<file path="config.mk">
export PLATFORM = sky130hd
export DESIGN_NAME = hazard_stall_unit_flat
export DESIGN_NICKNAME = d
export VERILOG_FILES = /design/src/rtl/hazard_stall_unit_if.sv /design/src/rtl/hazard_stall_unit.sv /design/src/flat_wrapper.sv
export SDC_FILE = /design/constraint.sdc
export NUM_CORES = 1
export LEC_CHECK = 0
export ABC_AREA = 1
export CORE_MARGIN = 2
export CORE_UTILIZATION = 40
export DETAILED_ROUTE_END_ITERATION = 8
export PLACE_DENSITY_LB_ADDON = 0.15
export SETUP_SLACK_MARGIN = 0.05
export SLEW_MARGIN = 40
export SYNTH_ARGS = -nofsm -noshare
export SYNTH_HDL_FRONTEND = slang
export SYNTH_SLANG_ARGS = --single-unit
</file>
<file path="constraint.sdc">
create_clock -name clk -period 4.5 [get_ports clk]
set_clock_uncertainty 0.2 [all_clocks]
set_input_delay 0.9 -clock clk [delete_from_list [all_inputs] [get_ports clk]]
set_output_delay 0.9 -clock clk [all_outputs]
set_load 0.1 [all_outputs]
</file>
<file path="src/rtl/hazard_stall_unit_if.sv">
// hazard_stall_unit_if: hazard inputs from the pipeline and stall/flush controls back to it
interface hazard_stall_unit_if #(parameter int CNT_W = 16);
    logic             idex_mem_read;
    logic             idex_reg_write;
    logic [4:0]       idex_rd;
    logic             exmem_mem_read;
    logic [4:0]       exmem_rd;
    logic [4:0]       ifid_rn;
    logic [4:0]       ifid_rm;
    logic [4:0]       ifid_rt;
    logic             ifid_uses_rn;
    logic             ifid_uses_rm;
    logic             cbz;
    logic             br_taken;
    logic             count_clr;
    logic             pc_write;
    logic             ifid_write;
    logic             idex_bubble;
    logic             ifid_flush;
    logic [CNT_W-1:0] stall_count;
    logic [CNT_W-1:0] flush_count;
    logic             hold_state;
    modport master (
        output idex_mem_read, idex_reg_write, idex_rd, exmem_mem_read, exmem_rd,
               ifid_rn, ifid_rm, ifid_rt, ifid_uses_rn, ifid_uses_rm, cbz, br_taken, count_clr,
        input  pc_write, ifid_write, idex_bubble, ifid_flush, stall_count, flush_count, hold_state
    );
    modport slave (
        input  idex_mem_read, idex_reg_write, idex_rd, exmem_mem_read, exmem_rd,
               ifid_rn, ifid_rm, ifid_rt, ifid_uses_rn, ifid_uses_rm, cbz, br_taken, count_clr,
        output pc_write, ifid_write, idex_bubble, ifid_flush, stall_count, flush_count, hold_state
    );
endinterface

</file>
<file path="src/rtl/hazard_stall_unit.sv">
// hazard_stall_unit: load-use / CBZ stall and taken-branch flush control with perf counters
module hazard_stall_unit #(parameter int CNT_W = 16) (
    input logic clk,
    input logic reset,
    hazard_stall_unit_if.slave hz
);
    typedef enum logic {RUN, HOLD} state_t;
    state_t state, state_nx;
    logic rt_live, load_use, need1, need2, stall;
    logic [CNT_W-1:0] stall_cnt, flush_cnt;
    // dependencies of the ID instruction on producers in EX/MEM; X31 never creates one
    always_comb begin
        rt_live = hz.cbz && hz.ifid_rt != 5'd31;
        load_use = hz.idex_mem_read && hz.idex_rd != 5'd31 &&
                   ((hz.ifid_uses_rn && hz.idex_rd == hz.ifid_rn) ||
                    (hz.ifid_uses_rm && hz.idex_rd == hz.ifid_rm) ||
                    (hz.cbz && hz.idex_rd == hz.ifid_rt));
        need2 = rt_live && hz.idex_mem_read && hz.idex_rd == hz.ifid_rt;
        need1 = load_use || (rt_live &&
                ((hz.idex_reg_write && !hz.idex_mem_read && hz.idex_rd == hz.ifid_rt) ||
                 (hz.exmem_mem_read && hz.exmem_rd == hz.ifid_rt)));
    end
    // state register
    always_ff @(posedge clk or posedge reset) begin
        if (reset) state <= RUN;
        else state <= state_nx;
    end
    // a load feeding CBZ needs a second stall cycle, taken from HOLD
    always_comb state_nx = (state == RUN && need2) ? HOLD : RUN;
    // stall/flush controls; reset forces the free-running defaults
    always_comb begin
        stall = !reset && (state == HOLD || need1 || need2);
        hz.pc_write = !stall;
        hz.ifid_write = !stall;
        hz.idex_bubble = stall;
        hz.ifid_flush = !reset && hz.br_taken && !stall;
        hz.hold_state = state == HOLD;
    end
    // saturating stall/flush counters, clear wins over increment
    always_ff @(posedge clk or posedge reset) begin
        if (reset) begin
            stall_cnt <= '0;
            flush_cnt <= '0;
        end else begin
            stall_cnt <= hz.count_clr ? '0 : (stall && stall_cnt != '1) ? stall_cnt + 1'b1 : stall_cnt;
            flush_cnt <= hz.count_clr ? '0 : (hz.ifid_flush && flush_cnt != '1) ? flush_cnt + 1'b1 : flush_cnt;
        end
    end
    assign hz.stall_count = stall_cnt;
    assign hz.flush_count = flush_cnt;
endmodule

</file>
<file path="src/flat_wrapper.sv">
// flat-port wrapper written by rule: the top's interface ports become plain ports
module hazard_stall_unit_flat 
#(parameter int CNT_W = 16)
  (clk, reset, hz_idex_mem_read, hz_idex_reg_write, hz_idex_rd, hz_exmem_mem_read, hz_exmem_rd, hz_ifid_rn, hz_ifid_rm, hz_ifid_rt, hz_ifid_uses_rn, hz_ifid_uses_rm, hz_cbz, hz_br_taken, hz_count_clr, hz_pc_write, hz_ifid_write, hz_idex_bubble, hz_ifid_flush, hz_stall_count, hz_flush_count, hz_hold_state);
  hazard_stall_unit_if #(.CNT_W(CNT_W)) hz_i ();
  input logic clk;
  input logic reset;
  input wire logic [$bits(hz_i.idex_mem_read)-1:0] hz_idex_mem_read;
  input wire logic [$bits(hz_i.idex_reg_write)-1:0] hz_idex_reg_write;
  input wire logic [$bits(hz_i.idex_rd)-1:0] hz_idex_rd;
  input wire logic [$bits(hz_i.exmem_mem_read)-1:0] hz_exmem_mem_read;
  input wire logic [$bits(hz_i.exmem_rd)-1:0] hz_exmem_rd;
  input wire logic [$bits(hz_i.ifid_rn)-1:0] hz_ifid_rn;
  input wire logic [$bits(hz_i.ifid_rm)-1:0] hz_ifid_rm;
  input wire logic [$bits(hz_i.ifid_rt)-1:0] hz_ifid_rt;
  input wire logic [$bits(hz_i.ifid_uses_rn)-1:0] hz_ifid_uses_rn;
  input wire logic [$bits(hz_i.ifid_uses_rm)-1:0] hz_ifid_uses_rm;
  input wire logic [$bits(hz_i.cbz)-1:0] hz_cbz;
  input wire logic [$bits(hz_i.br_taken)-1:0] hz_br_taken;
  input wire logic [$bits(hz_i.count_clr)-1:0] hz_count_clr;
  output wire logic [$bits(hz_i.pc_write)-1:0] hz_pc_write;
  output wire logic [$bits(hz_i.ifid_write)-1:0] hz_ifid_write;
  output wire logic [$bits(hz_i.idex_bubble)-1:0] hz_idex_bubble;
  output wire logic [$bits(hz_i.ifid_flush)-1:0] hz_ifid_flush;
  output wire logic [$bits(hz_i.stall_count)-1:0] hz_stall_count;
  output wire logic [$bits(hz_i.flush_count)-1:0] hz_flush_count;
  output wire logic [$bits(hz_i.hold_state)-1:0] hz_hold_state;
  assign hz_i.idex_mem_read = hz_idex_mem_read;
  assign hz_i.idex_reg_write = hz_idex_reg_write;
  assign hz_i.idex_rd = hz_idex_rd;
  assign hz_i.exmem_mem_read = hz_exmem_mem_read;
  assign hz_i.exmem_rd = hz_exmem_rd;
  assign hz_i.ifid_rn = hz_ifid_rn;
  assign hz_i.ifid_rm = hz_ifid_rm;
  assign hz_i.ifid_rt = hz_ifid_rt;
  assign hz_i.ifid_uses_rn = hz_ifid_uses_rn;
  assign hz_i.ifid_uses_rm = hz_ifid_uses_rm;
  assign hz_i.cbz = hz_cbz;
  assign hz_i.br_taken = hz_br_taken;
  assign hz_i.count_clr = hz_count_clr;
  assign hz_pc_write = hz_i.pc_write;
  assign hz_ifid_write = hz_i.ifid_write;
  assign hz_idex_bubble = hz_i.idex_bubble;
  assign hz_ifid_flush = hz_i.ifid_flush;
  assign hz_stall_count = hz_i.stall_count;
  assign hz_flush_count = hz_i.flush_count;
  assign hz_hold_state = hz_i.hold_state;
  hazard_stall_unit #(.CNT_W(CNT_W)) u_core (.clk(clk), .reset(reset), .hz(hz_i));
endmodule
</file>
==> results.json, run 1 <==
{
  "finalPower_uw": 750,
  "drt-pass1-iter-count": 4,
  "p_switching_uw": 262,
  "worst_ir_drop_vdd_mv": 0.106,
  "place_congestion": 0.881,
  "dieHeight_um": 84.9,
  "drtAntennaViolNets": 0,
  "drv_cap": 0,
  "fin_area_um2": 3320,
  "row_count": 29,
  "gr-usage-all-layers": 0.193,
  "insertion_delay_ps": 280,
  "finalWirelength_mm": 6.56,
  "min_from": "u_core.hz.hold_state$_DFF_PP0_",
  "grt_most_used_layer": "met2",
  "run_status": "complete, no violations",
  "seq_area_um2": 826,
  "use_met3": 0.0340,
  "antenna_found_initial": 0,
  "die_w_um": 84.9,
  "grt_max_degree": 34,
  "p_comb_frac": 0.277,
  "start_kind": "input port",
  "hold_viol": 0,
  "clock_tree.root_cell": "clkbuf_8",
  "cts_hold_buf": 0,
  "min_to": "u_core.hz.hold_state$_DFF_PP0_",
  "r2r_end": "u_core.hz.flush_count[11]$_DFFE_PP0P_",
  "finalSetupViolCount": 0,
  "rsz0062_at_grt": "no",
  "drcViolationCount": 0,
  "drive_gt1_frac": 0.129,
  "postCtsSetupBuffers": 0,
  "synth_warnings": 0,
  "vias": 2739,
  "ff2ff_setup_slack_ps": 2020,
  "start_util": 0.413,
  "use_met2": 0.308,
  "dp_cells": 558,
  "syn-cell-area_um2": 2620,
  "syn_area_per_cell_um2": 6.25,
  "ios": 72,
  "rr_worst_depth": 12,
  "post-route-period-util": 0.850,
  "fin_hold_ws_ps": 273,
  "io_buffers": 71,
  "grt_pass1_wl_mm": 11.7,
  "slew_violations": 0,
  "cts_max_path_buffers": 2,
  "cp.required_ps": 3400,
  "slew-limit-headroom": 0.655,
  "multi_input_area_um2": 1550,
  "crit_path_end_kind": "output pin",
  "fin_cells": 565,
  "ys_ff_latch": 33,
  "gr-total-overflow": 0,
  "wl_per_cell_um": 11.6,
  "htree_levels": 2,
  "cts_tree": "done",
  "seq_power_share": 0.421,
  "timing.fmax_mhz": 262,
  "r2r-start": "u_core.hz.flush_count[0]$_DFFE_PP0P_",
  "postCtsResizedCells": 0,
  "yosysSeqAreaShare": 0.315,
  "grt_pass1_vias": 2584,
  "clock-sinks": 33,
  "min_path_type": "flip-flop to flip-flop",
  "tightest_slew_ps": 516,
  "cellLeakagePower_uw": 0.00179,
  "fin_crit_ps": 3820,
  "nFillCells": 642,
  "syn_to_final_growth_pct": 26.7,
  "switching_share": 0.349,
  "synth_cell_types": 30,
  "pwr_density_cell_nw_per_um2": 226,
  "cts_made_buffers": 5,
  "worstHoldPathCells": 1,
  "synth_cells": 419,
  "dieArea_um2": 7210,
  "syn_nets": 456,
  "path_clk_slew_ps": 60,
  "placed_area_um2": 3230,
  "nets": 525,
  "gr-usage-met1": 0.271,
  "viasPerCell": 4.85,
  "hpwl_mm": 4.89,
  "clockPowerShare": 0.302,
  "worstSetupPathType": "input port to output pin",
  "drt_iter0_drc": 142,
  "n_antenna_cell": 0,
  "core_um2": 6350,
  "p_int_uw": 488,
  "worstPathMaxFanout": 7,
  "cp.arrival_ps": 2720
}
## registers in the layout, summed over array words and instances, names as in the netlist
| register | cells |
|---|---|
| u_core.hz.stall_count | 16 |
| u_core.hz.hold_state | 1 |
| u_core.hz.flush_count | 16 |
## stage by stage
step	utilization	setup TNS, ps	setup slack (ps)
6_report	0.523	0	677
5_1_grt	0.523	0	521
4_1_cts	0.523	0	668
3_5_place_dp	0.509	0	676
3_3_place_gp	0.535	0	716
2_1_floorplan	-	-216	-216
## logic make-up after synthesis
kind of cell / Yosys count / synth area share
AO/OA/AOI/OAI: 6 / 0.0138
XOR/XNOR: 21 / 0.0702
buffers and inverters: 61 / 0.0984
AND/OR/NAND/NOR: 296 / 0.493
flip-flops: 33 / 0.315
adder cells (fa/ha/maj): 2 / 0.00955
## synthesized netlist by cell type (all sizes together)
| cell type | n | share of area |
|---|---|---|
| a21oi | 3 | 0.0072 |
| a31oi | 2 | 0.0048 |
| and3 | 1 | 0.0024 |
| buf | 7 | 0.021 |
| clkbuf | 5 | 0.0072 |
| clkinv | 1 | 0.0014 |
| dfrtp | 33 | 0.32 |
| ha | 2 | 0.0095 |
| inv | 48 | 0.069 |
| nand2 | 155 | 0.23 |
| nand3 | 47 | 0.096 |
| nand3b | 1 | 0.0029 |
| nand4 | 6 | 0.019 |
| nor2 | 64 | 0.095 |
| nor3 | 17 | 0.036 |
| nor3b | 3 | 0.0086 |
| nor4 | 2 | 0.0048 |
| o21ai | 1 | 0.0019 |
| xnor2 | 3 | 0.010 |
| xor2 | 18 | 0.060 |
## final cells by class
| class | instances | share of cell area |
|---|---|---|
| sequential | 33 | 0.249 |
| timing repair buffer | 74 | 0.176 |
| inverter | 49 | 0.0554 |
| clock buffer | 7 | 0.0260 |
| multi-input combinational | 325 | 0.465 |
| tap | 77 | 0.0290 |
## worst max path at each step
stage / from / to / cells past startpoint
2_1_floorplan: hz_idex_rd[4] / hz_pc_write / 9
6_report: hz_idex_rd[0] / hz_pc_write / 13
4_1_cts: hz_idex_rd[0] / hz_ifid_write / 13
5_1_grt: hz_idex_rd[0] / hz_pc_write / 13
3_5_place_dp: hz_idex_rd[0] / hz_ifid_write / 13
3_3_place_gp: hz_idex_rd[0] / hz_ifid_write / 13
## critical path, cell delays in order
cell and delay, ps:
clkdlybuf4s50_1 600, inv_2 40, nand2_1 50, nand2_1 60
nor2_2 120, nand2_1 70, nor2_2 100, nand2_1 50
nand2_1 60, nand2_1 110, a21oi_2 230, inv_1 80
buf_4 240
## power by group through the flow
stage          Sequential (µW)  Clock (µW)  Combinational (µW)
2_1_floorplan              376           0                87.5
3_3_place_gp               320           0                 216
3_5_place_dp               321           0                 210
4_1_cts                    315         237                 210
5_1_grt                    317         252                 227
6_report                   315         226                 208
## cells in the final DEF, fill, tap and decap left out, drive strengths merged, types with 2 or more instances in the layout
cell type      count
clkdlybuf4s50     34
dfrtp             33
ha                 2
xnor2              3
nor3b              3
nand4              6
buf               40
nor3              17
inv               48
nor2              64
nand3             47
nor4               2
a31oi              2
nand2            155
a21oi              3
clkbuf             7
xor2              18
## layer usage
layer,vias up,routed length [µm]
met1,1236,3250
met5,-,0
li1,1440,-
met4,0,34
met2,61,2960
met3,2,325
(Power assumes the default switching activity.)
==> run 2, diff against run 1 <==
- clock period: 4.5 -> 3.9 ns (I/O delays scaled with it)
==> results.json, run 2 (synthesized netlist as in run 1, its figures left out) <==
{
  "start_util": 0.413,
  "post-route-period-util": 0.928,
  "min_to": "u_core.hz.hold_state$_DFF_PP0_",
  "dieHeight_um": 84.9,
  "antenna_found_initial": 0,
  "crit_chain": "clkdlybuf4s50_1 > inv_2 > nand2_1 > nand2_1 > nor2_2 > nand2_1 > nor2_2 > nand2_1 > nand2_1 > nand2_1 > a21oi_4 > inv_1 > buf_12",
  "insertion_delay_ps": 280,
  "start_kind": "input port",
  "worstSetupPathType": "input port to output pin",
  "rsz0062_at_grt": "no",
  "nFillCells": 648,
  "cpMaxStageDelayCell": "clkdlybuf4s50_1",
  "min_from": "u_core.hz.hold_state$_DFF_PP0_",
  "cts_made_buffers": 5,
  "ff2ff_setup_slack_ps": 1520,
  "slew-limit-headroom": 0.664,
  "min_path_type": "flip-flop to flip-flop",
  "crit_path_end_kind": "output pin",
  "grt_pass1_vias": 2608,
  "grt_max_degree": 34,
  "drtAntennaViolNets": 0,
  "worstPathMaxFanout": 7,
  "worst_path_most_repeated_cell": "nand2_1",
  "row_count": 29,
  "vias": 2743,
  "pwr_density_cell_nw_per_um2": 258,
  "multi_input_area_um2": 1550,
  "tightest_slew_ps": 507,
  "gr-total-overflow": 0,
  "seq_area_um2": 826,
  "gr-usage-all-layers": 0.193,
  "hold_viol": 0,
  "cts_hold_buf": 0,
  "cp.required_ps": 2920,
  "slew_violations": 0,
  "run_status": "complete, no violations",
  "die_w_um": 84.9,
  "drt_iter0_drc": 169,
  "io_buffers": 71,
  "final_cell_mix": "153 x nand2_1, 61 x nor2_1, 45 x inv_1, 45 x nand3_1, 34 x clkdlybuf4s50_1",
  "cellLeakagePower_uw": 0.00181,
  "drt-pass1-iter-count": 4,
  "nets": 526,
  "mostFrequentLayoutCell": "nand2_1",
  "clock-sinks": 33,
  "postCtsSetupBuffers": 0,
  "cts_tree": "done",
  "path_buf_inv": 4,
  "fin_hold_ws_ps": 248,
  "ios": 72,
  "postCtsResizedCells": 0,
  "path_clk_slew_ps": 60,
  "max_stage_delay_ps": 610,
  "htree_levels": 2,
  "grt_pass1_wl_mm": 11.7,
  "dieArea_um2": 7210,
  "cts_max_path_buffers": 2,
  "place_congestion": 0.877,
  "worstHoldPathCells": 1,
  "rr_worst_depth": 12,
  "drive_gt1_frac": 0.131,
  "timing.fmax_mhz": 276,
  "wl_per_cell_um": 11.5,
  "hpwl_mm": 4.91,
  "fin_crit_ps": 3620,
  "clock_tree.root_cell": "clkbuf_8",
  "r2r_end": "u_core.hz.flush_count[13]$_DFFE_PP0P_",
  "finalSetupViolCount": 0,
  "cp.depth": 13,
  "drcViolationCount": 0,
  "drv_cap": 0,
  "path_delay_family": "buffers and inverters",
  "final_util": 0.529,
  "finalWirelength_mm": 6.51,
  "r2r-start": "u_core.hz.flush_count[0]$_DFFE_PP0P_",
  "syn_to_final_growth_pct": 28.3,
  "viasPerCell": 4.85,
  "n_antenna_cell": 0,
  "core_um2": 6350,
  "worst_ir_drop_vdd_mv": 0.214,
  "cp.arrival_ps": 2640
}
==> run 2: area by class of cell <==
class,instances,share of cell area
clock buffers,7,0.0257
inverters,49,0.0547
multi-input cells,325,0.462
flip-flops and latches,33,0.246
well taps,77,0.0287
repair buffers,75,0.183
==> run 2: worst max-delay path by stage <==
| stage | start | endpoint | slack (ps) |
|---|---|---|---|
| 2_1_floorplan | hz_idex_rd[4] | hz_pc_write | -120 |
| 3_3_place_gp | hz_idex_rd[0] | hz_ifid_write | 350 |
| 3_5_place_dp | hz_idex_rd[0] | hz_pc_write | 290 |
| 4_1_cts | hz_idex_rd[0] | hz_pc_write | 280 |
| 5_1_grt | hz_idex_rd[0] | hz_ifid_write | 100 |
| 6_report | hz_idex_rd[0] | hz_ifid_write | 280 |
==> run 2: metal layers <==
| layer | global-route usage | share of wire |
|---|---|---|
| met5 | 0 | 0 |
| met2 | 0.318 | 0.47 |
| met3 | 0.0331 | 0.038 |
| met1 | 0.264 | 0.48 |
| met4 | 0.0491 | 0.013 |
==> run 2: worst register-to-register path, delay by kind of cell, from the launching register on <==
kind	cells	cell delay (ps)
AND/OR/NAND/NOR	9	1240
flip-flops	1	450
buffers and inverters	2	160
adder cells (fa/ha/maj)	1	230
==> run 2: power breakdown <==
group | internal, µW | total [µW] | switching, µW
registers | 351 | 364 | 12.4
clock network | 140 | 262 | 122
logic | 75.1 | 243 | 168
==> run 2: metrics by stage <==
stage                     worst slack (ps)  cells  power (µW)  setup TNS, ps  area, µm²
after floorplan                       -120    419         536           -120       2640
final                                  280    566         869              0       3360
after global routing                   104    566         916              0       3360
after global placement                 350    559         621              0       3440
after CTS                              282    566         879              0       3360
after detailed placement               290    559         615              0       3270
==> run 3, diff against run 2 <==
- clock period: 3.9 -> 3.3 ns (I/O delays scaled with it)
==> results.json, run 3 (synthesized netlist as in run 1, its figures left out) <==
{
  "dieHeight_um": 84.9,
  "wl_per_cell_um": 12.0,
  "final_cell_mix": "150 x nand2_1, 61 x nor2_1, 45 x nand3_1",
  "cp.required_ps": 2440,
  "slew-limit-headroom": 0.704,
  "nFillCells": 622,
  "htree_levels": 2,
  "drv_cap": 0,
  "cts_hold_buf": 0,
  "start_kind": "input port",
  "cpMaxStageDelayCell": "clkdlybuf4s50_1",
  "ff2ff_setup_slack_ps": 960,
  "max_stage_delay_ps": 520,
  "n_antenna_cell": 0,
  "cts_made_buffers": 5,
  "path_clk_slew_ps": 60,
  "cp.depth": 13,
  "nets": 532,
  "crit_chain": "clkdlybuf4s50_1 > inv_2 > nand2_1 > nand2_1 > inv_1 > nand2_1 > nor2_2 > nand2_1 > nand2_2 > a21oi_4 > a21oi_4 > buf_4 > buf_12",
  "path_delay_family": "buffers and inverters",
  "post-route-period-util": 0.945,
  "dieArea_um2": 7210,
  "fin_crit_ps": 3120,
  "r2r-start": "u_core.hz.stall_count[0]$_DFFE_PP0P_",
  "fin_hold_ws_ps": 252,
  "ios": 72,
  "cellLeakagePower_uw": 0.00188,
  "r2r_end": "u_core.hz.stall_count[0]$_DFFE_PP0P_",
  "worst_ir_drop_vdd_mv": 0.220,
  "drt_iter0_drc": 117,
  "min_path_type": "flip-flop to flip-flop",
  "worstPathMaxFanout": 3,
  "finalWirelength_mm": 6.83,
  "antenna_found_initial": 0,
  "io_buffers": 71,
  "rsz0062_at_grt": "no",
  "rr_worst_depth": 10,
  "path_buf_inv": 5,
  "insertion_delay_ps": 280,
  "worst_path_most_repeated_cell": "nand2_1",
  "start_util": 0.413,
  "cts_max_path_buffers": 2,
  "viasPerCell": 4.81,
  "syn_to_final_growth_pct": 33.8,
  "drtAntennaViolNets": 0,
  "seq_area_um2": 826,
  "cts_tree": "done",
  "grt_max_degree": 34,
  "grt_pass1_wl_mm": 11.9,
  "vias": 2748,
  "drt-pass1-iter-count": 4,
  "drive_gt1_frac": 0.154,
  "post-place-ws_ps": -12.4,
  "finalPower_uw": 1020,
  "row_count": 29,
  "hpwl_mm": 5.03,
  "clock-sinks": 33,
  "slew_violations": 0,
  "die_w_um": 84.9,
  "crit_end": "hz_idex_bubble",
  "timing.fmax_mhz": 321,
  "hold_viol": 0,
  "gr-total-overflow": 0,
  "finalSetupViolCount": 0,
  "mostFrequentLayoutCell": "nand2_1",
  "multi_input_area_um2": 1570,
  "grt_pass1_vias": 2600,
  "crit_path_end_kind": "output pin",
  "run_status": "complete, no violations",
  "gr-usage-all-layers": 0.199,
  "pwr_density_cell_nw_per_um2": 291,
  "cp.arrival_ps": 2260,
  "critPathLaunch": "hz_ifid_rt[3]",
  "drcViolationCount": 0,
  "place_congestion": 0.853,
  "postCtsSetupBuffers": 0,
  "tightest_slew_ps": 444,
  "clock_tree.root_cell": "clkbuf_8",
  "core_um2": 6350,
  "setup_slack_ps": 183,
  "worstSetupPathType": "input port to output pin"
}
==> run 3: changes by cell type in the layout (fill, tap and decap cells not counted), sizes merged <==
cell           previous run  this run
clkdlybuf4s50            34        26
clkbuf                    7         5
clkinv                    1         2
buf                      41        47
dlygate4sd2               0         3
dlymetal6s2s              0         5
==> run 3: per-stage QoR <==
stage                     TNS, ps  cells  area [µm²]   util
after detailed placement    -34.4    565        3410  0.537
after floorplan              -537    419        2640      -
after global routing            0    571        3510  0.552
after CTS                       0    571        3480  0.548
after global placement          0    565        3410  0.537
final                           0    571        3510  0.552
==> run 3: worst reg2reg max path, cell delays in order (launching register included) <==
cell and delay (ps):
dfrtp_1 420, ha_1 200, nand2_1 90, nor2_2 240
nand4_1 170, nor2_1 200, nand4_2 140, nand3_4 240
nand2_4 180, nand2_1 100, nand2_1 50
==> run 3: what timing repair did <==
item,CTS,global route
pin swaps,0,1
gates cloned,0,0
endpoints found under the hold margin,0,0
gates resized for setup,3,12
setup endpoints to repair,3,4
==> run 3: how the worst min path moves through the flow <==
stage | startpoint | end | slack, ps | cells past startpoint
after floorplan | reset | u_core.hz.flush_count[0]$_DFFE_PP0P_ | 620 | 1
after global placement | u_core.hz.hold_state$_DFF_PP0_ | u_core.hz.hold_state$_DFF_PP0_ | 240 | 1
after detailed placement | u_core.hz.hold_state$_DFF_PP0_ | u_core.hz.hold_state$_DFF_PP0_ | 240 | 1
after CTS | u_core.hz.hold_state$_DFF_PP0_ | u_core.hz.hold_state$_DFF_PP0_ | 250 | 1
after global routing | u_core.hz.hold_state$_DFF_PP0_ | u_core.hz.hold_state$_DFF_PP0_ | 290 | 1
final | u_core.hz.hold_state$_DFF_PP0_ | u_core.hz.hold_state$_DFF_PP0_ | 250 | 1
==> run 3: metal layers <==
metal / wire [µm] / vias up / share of wire / GRT usage
met3: 366 / 6 / 0.054 / 0.0506
met4: 74 / 0 / 0.011 / 0.0418
met2: 3220 / 69 / 0.47 / 0.339
li1: - / 1450 / - / -
met1: 3170 / 1223 / 0.46 / 0.255
met5: 0 / - / 0 / 0
==> run 3: report_power, final <==
group / total, µW / internal, µW / switching [µW]
Combinational: 301 / 98.4 / 203
Clock: 287 / 139 / 148
Sequential: 431 / 415 / 16.0
==> run 3: final cells by class <==
| cell class | count | area share |
|---|---|---|
| multi-input cells | 325 | 0.449 |
| flip-flops and latches | 33 | 0.236 |
| repair buffers | 81 | 0.214 |
| inverters | 49 | 0.0525 |
| well taps | 77 | 0.0275 |
| clock buffers | 5 | 0.0196 |
| clock inverters | 1 | 0.00143 |
